**src/rtl/alu_issue_stage.sv**
```systemverilog
// ID/EX register with operand forwarding, write-through capture and hazard stalls.
// Define ALU_FWD_EN for EX/MEM and MEM/WB forwarding; otherwise RAW hazards stall.
module alu_issue_stage #(
  parameter int DW = 32,
  parameter int RW = 5
) (
  input  logic          clk,
  input  logic          rst,
  input  logic          id_valid,
  input  logic [RW-1:0] id_rs,
  input  logic [RW-1:0] id_rt,
  input  logic [DW-1:0] id_rd1,
  input  logic [DW-1:0] id_rd2,
  input  logic [DW-1:0] id_imm,
  input  logic          id_alusrc,
  input  logic [3:0]    id_aluop,
  input  logic [4:0]    id_shamt,
  input  logic [RW-1:0] id_wa,
  input  logic          id_regwrite,
  input  logic          id_memread,
  input  logic          id_memwrite,
  input  logic          exm_regwrite,
  input  logic [RW-1:0] exm_wa,
  input  logic [DW-1:0] exm_result,
  input  logic          mwb_regwrite,
  input  logic [RW-1:0] mwb_wa,
  input  logic [DW-1:0] mwb_wdata,
  input  logic          flush,
  input  logic          ex_hold,
  output logic          id_stall,
  output logic [DW-1:0] alu_a,
  output logic [DW-1:0] alu_b,
  output logic [3:0]    alu_op,
  output logic [4:0]    alu_shamt,
  output logic [DW-1:0] ex_store_data,
  output logic          ex_valid,
  output logic [RW-1:0] ex_wa,
  output logic          ex_regwrite,
  output logic          ex_memread,
  output logic          ex_memwrite
);
  localparam logic [3:0] ALU_NOP = 4'd0;

  typedef struct packed {
    logic          valid;
    logic [RW-1:0] rs;
    logic [RW-1:0] rt;
    logic [DW-1:0] rd1;
    logic [DW-1:0] rd2;
    logic [DW-1:0] imm;
    logic          alusrc;
    logic [3:0]    aluop;
    logic [4:0]    shamt;
    logic [RW-1:0] wa;
    logic          regwrite;
    logic          memread;
    logic          memwrite;
  } ex_t;

  ex_t           r_ex;
  ex_t           w_nxt;
  logic          w_lu;
  logic          w_hazard;
  logic [DW-1:0] w_fa;
  logic [DW-1:0] w_fb;

  assign w_lu = id_valid && r_ex.valid && r_ex.memread
             && (r_ex.wa != '0)
             && (r_ex.wa == id_rs || r_ex.wa == id_rt);

`ifdef ALU_FWD_EN
  assign w_hazard = w_lu;

  assign w_fa =
    (exm_regwrite && exm_wa != '0 && exm_wa == r_ex.rs) ? exm_result :
    (mwb_regwrite && mwb_wa != '0 && mwb_wa == r_ex.rs) ? mwb_wdata :
    r_ex.rd1;

  assign w_fb =
    (exm_regwrite && exm_wa != '0 && exm_wa == r_ex.rt) ? exm_result :
    (mwb_regwrite && mwb_wa != '0 && mwb_wa == r_ex.rt) ? mwb_wdata :
    r_ex.rd2;
`else
  logic w_rs_hit;
  logic w_rt_hit;
  logic w_unused;

  // Producers in EX or EX/MEM are invisible until they reach MEM/WB.
  assign w_rs_hit = (id_rs != '0)
    && ((id_rs == r_ex.wa && r_ex.regwrite && r_ex.valid)
     || (id_rs == exm_wa && exm_regwrite));
  assign w_rt_hit = (id_rt != '0)
    && ((id_rt == r_ex.wa && r_ex.regwrite && r_ex.valid)
     || (id_rt == exm_wa && exm_regwrite));

  assign w_hazard = w_lu || (id_valid && (w_rs_hit || w_rt_hit));
  assign w_fa     = r_ex.rd1;
  assign w_fb     = r_ex.rd2;
  assign w_unused = ^{r_ex.rs, r_ex.rt, exm_result};
`endif

  assign id_stall = w_hazard || ex_hold;

  always_comb begin
    w_nxt       = '0;
    w_nxt.aluop = ALU_NOP;
    if (!rst && !flush && !w_hazard && id_valid) begin
      w_nxt.valid    = 1'b1;
      w_nxt.rs       = id_rs;
      w_nxt.rt       = id_rt;
      w_nxt.rd1      = (mwb_regwrite && mwb_wa != '0 && mwb_wa == id_rs)
                     ? mwb_wdata : id_rd1;
      w_nxt.rd2      = (mwb_regwrite && mwb_wa != '0 && mwb_wa == id_rt)
                     ? mwb_wdata : id_rd2;
      w_nxt.imm      = id_imm;
      w_nxt.alusrc   = id_alusrc;
      w_nxt.aluop    = id_aluop;
      w_nxt.shamt    = id_shamt;
      w_nxt.wa       = id_wa;
      w_nxt.regwrite = id_regwrite;
      w_nxt.memread  = id_memread;
      w_nxt.memwrite = id_memwrite;
    end
  end

  // Reset and flush load the bubble; a hold keeps the current entry.
  always_ff @(posedge clk) begin
    if (rst || flush || !ex_hold) begin
      r_ex <= w_nxt;
    end
  end

  assign alu_a         = w_fa;
  assign alu_b         = r_ex.alusrc ? r_ex.imm : w_fb;
  assign ex_store_data = w_fb;
  assign alu_op        = r_ex.aluop;
  assign alu_shamt     = r_ex.shamt;
  assign ex_valid      = r_ex.valid;
  assign ex_wa         = r_ex.wa;
  assign ex_regwrite   = r_ex.regwrite;
  assign ex_memread    = r_ex.memread;
  assign ex_memwrite   = r_ex.memwrite;
endmodule

```
**config.mk**
```make
export PLATFORM = sky130hd
export DESIGN_NAME = alu_issue_stage
export DESIGN_NICKNAME = d
export VERILOG_FILES = /design/src/rtl/alu_issue_stage.sv
export SDC_FILE = /design/constraint.sdc
export NUM_CORES = 1
export LEC_CHECK = 0
export ABC_CLOCK_PERIOD_IN_PS = 3700
export CELL_PAD_IN_SITES_DETAIL_PLACEMENT = 0
export CELL_PAD_IN_SITES_GLOBAL_PLACEMENT = 1
export CORE_MARGIN = 10
export CORE_UTILIZATION = 35
export DETAILED_ROUTE_END_ITERATION = 10
export DONT_BUFFER_PORTS = 1
export HOLD_SLACK_MARGIN = 0.15
export PLACE_DENSITY_LB_ADDON = 0.3
export REMOVE_ABC_BUFFERS = 1
export SYNTH_ARGS = -nofsm -noshare
export SYNTH_HDL_FRONTEND = slang
export SYNTH_SLANG_ARGS = --single-unit
```
**constraint.sdc**
```tcl
create_clock -name clk -period 3.7 [get_ports clk]
set_clock_uncertainty 0.15 [all_clocks]
set_input_delay 0.37 -clock clk [delete_from_list [all_inputs] [get_ports clk]]
set_output_delay 0.37 -clock clk [all_outputs]
set_load 0.02 [all_outputs]
```
==> results_dict.tcl, run 1 <==
set metrics [dict create \
    ys.flop_type "edfxtp_1" \
    syn_area_um2 6665 \
    die_width_um 158.0 \
    cts_max_level 4 \
    status "did not finish" \
    postCtsHoldBufs 144 \
    synth_seq_cells 115 \
    port_buffers 0 \
    syn_avg_cell_area_um2 12.18 \
    cts_buffer_depth 2 \
    fp-row-count 50 \
    cts-resized-gates 0 \
    syn-instance-count 547 \
    synth_edf_count 115 \
    stop_error "[ERROR RSZ-0060] Max buffer count reached." \
    die_y_um 158.0 \
    haltStage "clock tree synthesis (4_1_cts)" \
    gp_congestion 0.7882 \
    ys_seq_area_frac 0.5181 \
    synth_cell_types 27 \
    ys_warn_count 0 \
    placed_area_um2 6400 \
    clock-sinks 115 \
    clockRootBuffer "clkbuf_16" \
    start_util 0.3563 \
    cts_setup_buffers 0 \
    dp_hpwl_mm 13.59 \
    async_flop_share 0 \
    cts-buffers-inserted 17 \
    ios 320 \
]
[Yosys cell counts, types with 3 or more instances]
cell	count	area [um^2]
inv_1	50	187.7
nor3_1	75	375.4
mux2_2	32	360.4
edfxtp_1	115	3453
nand4_1	4	25.02
buf_2	13	65.06
nor3_2	39	390.4
clkbuf_1	10	37.54
xnor2_1	18	157.7
buf_6	5	56.30
mux2i_1	64	640.6
buf_1	3	11.26
nor2_1	4	15.01
buf_4	82	615.6
xor2_1	12	105.1
or4_1	4	30.03
[cells by family after synthesis]
kind of cell | Yosys count | share of synthesized area
AOI/OAI and AO/OA | 10 | 0.01314
xor gates and xnor gates | 30 | 0.03942
buffers and inverters | 163 | 0.1460
DFF | 115 | 0.5181
muxes | 96 | 0.1502
and+or+nand+nor | 133 | 0.1331
[through the flow]
step / instances / TNS [ps] / worst slack [ps]
2_1_floorplan: 434 / -122230 / -1420
3_3_place_gp: 686 / 0 / 957.4
3_5_place_dp: 686 / 0 / 924.6
==> inputs of run 2 (changes only) <==
==> config.mk (replaced) <==
export PLATFORM = sky130hd
export DESIGN_NAME = alu_issue_stage
export DESIGN_NICKNAME = d
export VERILOG_FILES = /design/src/rtl/alu_issue_stage.sv
export SDC_FILE = /design/constraint.sdc
export NUM_CORES = 1
export LEC_CHECK = 0
export ABC_CLOCK_PERIOD_IN_PS = 4800
export CORE_MARGIN = 10
export CORE_UTILIZATION = 20
export DETAILED_ROUTE_END_ITERATION = 10
export DONT_BUFFER_PORTS = 1
export PLACE_DENSITY_LB_ADDON = 0.15
export REMOVE_ABC_BUFFERS = 1
export SYNTH_ARGS = -nofsm -noshare
export SYNTH_HDL_FRONTEND = slang
export SYNTH_SLANG_ARGS = --single-unit
==> constraint.sdc (replaced) <==
create_clock -name clk -period 4.8 [get_ports clk]
set_clock_uncertainty 0.15 [all_clocks]
set_input_delay 0.48 -clock clk [delete_from_list [all_inputs] [get_ports clk]]
set_output_delay 0.48 -clock clk [all_outputs]
set_load 0.02 [all_outputs]
==> run 2 against run 1 <==
- the run now ends clean
- synthesized area unchanged
- synthesized cell count unchanged
==> results_dict.tcl, run 2 <==
set metrics [dict create \
    status "complete, no violations" \
    yosys-top-cells-area "edfxtp_1 (52%), mux2i_1 (9.6%), buf_4 (9.2%)" \
    viasPerCell 4.060 \
    clock-sinks 115 \
    nets 667 \
    clock_latency_ps 410 \
    final_cell_mix "edfxtp_1 (115), nor3_1 (75), mux2i_1 (64)" \
    grt_pass1_vias 4109 \
    die_width_um 202.6 \
    worst_pin_slew_ps 1096 \
    crit_required_ps 4170 \
    drc 0 \
    fmax_ghz 0.3301 \
    start_util 0.2038 \
    synthTopCellsByCount "edfxtp_1 (115), buf_4 (82), nor3_1 (75)" \
    cp-end-kind "output pin" \
    ys_seq_area_frac 0.5181 \
    path_class "flip-flop to output pin" \
    cts-buffers-inserted 17 \
    wl_mm 20.67 \
    firstDrtPassIters 4 \
    gp_congestion 0.7777 \
    layout_commonest_cell "edfxtp_1" \
    min_period_ps 3029 \
    via_count 3719 \
    area_delta_synth_final_pct 7.509 \
    yosysTopAreaCell "edfxtp_1" \
    setup_ws_ps 1771 \
    ys.flop_type "edfxtp_1" \
    ios 320 \
    syn_area_um2 6665 \
    async_flop_share 0 \
    port_buffers 0 \
    postCtsHoldBufs 0 \
    top_register "r_ex" \
    synth_edf_count 115 \
    post_drt_wl_per_cell_um 22.56 \
    fp-row-count 66 \
    cts_tree "done" \
    overflow 0 \
    power_density_nw_per_um2 394.7 \
    slew_headroom 0.2692 \
    clk_pin_slew_ps 60 \
    cts_setup_buffers 0 \
    drive_gt1_frac 0.2384 \
    synth_top_area_frac 0.5181 \
    n_fill_cell 3541 \
    finalSetupTns_ps 0 \
    synth_seq_cells 115 \
    antenna_found_initial 0 \
    synthMostInstantiatedCell "edfxtp_1" \
    drtAntennaViolNets 0 \
    finalHoldViolations 0 \
    antenna_cells 0 \
    largest_reg_flops 33 \
    critPathLaunchType "flip-flop" \
    ys_warn_count 0 \
    die_y_um 202.6 \
    clockRootBuffer "clkbuf_16" \
    syn-instance-count 547 \
    cts_buffer_depth 2 \
    dp_hpwl_mm 14.61 \
    p_leak_nw 2.569 \
    setup_violations 0 \
    dieArea_um2 41030 \
    syn_avg_cell_area_um2 12.18 \
    fin_crit_sh 0.6311 \
    drtIter0Drc 124 \
    hold_class "input port to flip-flop" \
    drv_slew 0 \
    critPathMaxFanout 16 \
    grt_use_total 0.09692 \
    grt_max_degree 116 \
    core_um2 32700 \
    peakVddDrop_v 0.0002271 \
    cp.arrival_ps 2400 \
    place_ws_ps 1925 \
    grt_pass1_wl_mm 29.22 \
    rsz0062_at_grt "no" \
    cts-resized-gates 0 \
    synth_cell_types 27 \
    cts_max_level 4 \
    drv_cap 0 \
]
==> run 2: cell counts after synthesis <==
No cell type changed its count.
==> run 2: logic make-up (layout without fill, tap and decap cells) <==
family | count (synthesis) | after routing | share of synthesized area
muxes | 96 | 96 | 0.1502
and+or+nand+nor | 133 | 133 | 0.1331
DFF | 115 | 115 | 0.5181
buffers and inverters | 163 | 90 | 0.1460
xor gates and xnor gates | 30 | 30 | 0.03942
AOI/OAI and AO/OA | 10 | 10 | 0.01314
==> run 2: per-layer routing <==
metal  up-vias  share of wire  global-route usage
met3        11          0.090             0.04442
li1       1708              -                   -
met4         0          0.010             0.03038
met2       163           0.52              0.1669
met5         -              0                   0
met1      1837           0.38              0.1037
==> run 2: cell type report <==
class                           instances  area, um^2  share of cell area
Multi-Input combinational cell        269        2281              0.3183
Clock buffer                           20       436.7             0.06094
Tap cell                              442       553.0             0.07718
Timing Repair Buffer                    9       92.59             0.01292
Sequential cell                       115        3453              0.4819
Clock inverter                         11       161.4             0.02252
Inverter                               50       187.7             0.02619
==> run 2: final timing paths <==
kind,to,cells after the start,slack [ps],from
min,alu_op[3],2,150,id_aluop[3]
max reg2reg,alu_a[3],6,1990,ex_wa[4]
max,alu_b[2],2,1770,r_ex[17]
min reg2reg,ex_valid,4,1150,ex_memread
==> run 2: worst max-delay path, cell delays in order (launching register included) <==
cell	delay [ps]
edfxtp_1	1070
buf_4	450
mux2_2	460
==> run 2: stage by stage <==
stage	utilization	cells	power (W)	area [um^2]	hold WS, ps
after floorplan	-	434	0.001448	5879	569.5
final	0.2191	916	0.002828	7166	152.7
after global routing	0.2191	916	0.002957	7166	126.2
after global placement	0.2008	885	0.001524	6568	576.8
after CTS	0.2191	916	0.002901	7166	116.4
after detailed placement	0.2008	885	0.001526	6568	574.1
==> run 2: report_power, final <==
part	total [W]	internal, W	switching [W]
clock network	0.00133	0.000861	0.000472
logic	0.000219	0.0000774	0.000141
registers	0.00128	0.00117	0.000101
total	0.00283	0.00211	0.000715
No activity file was read; power rests on OpenSTA's default activity.
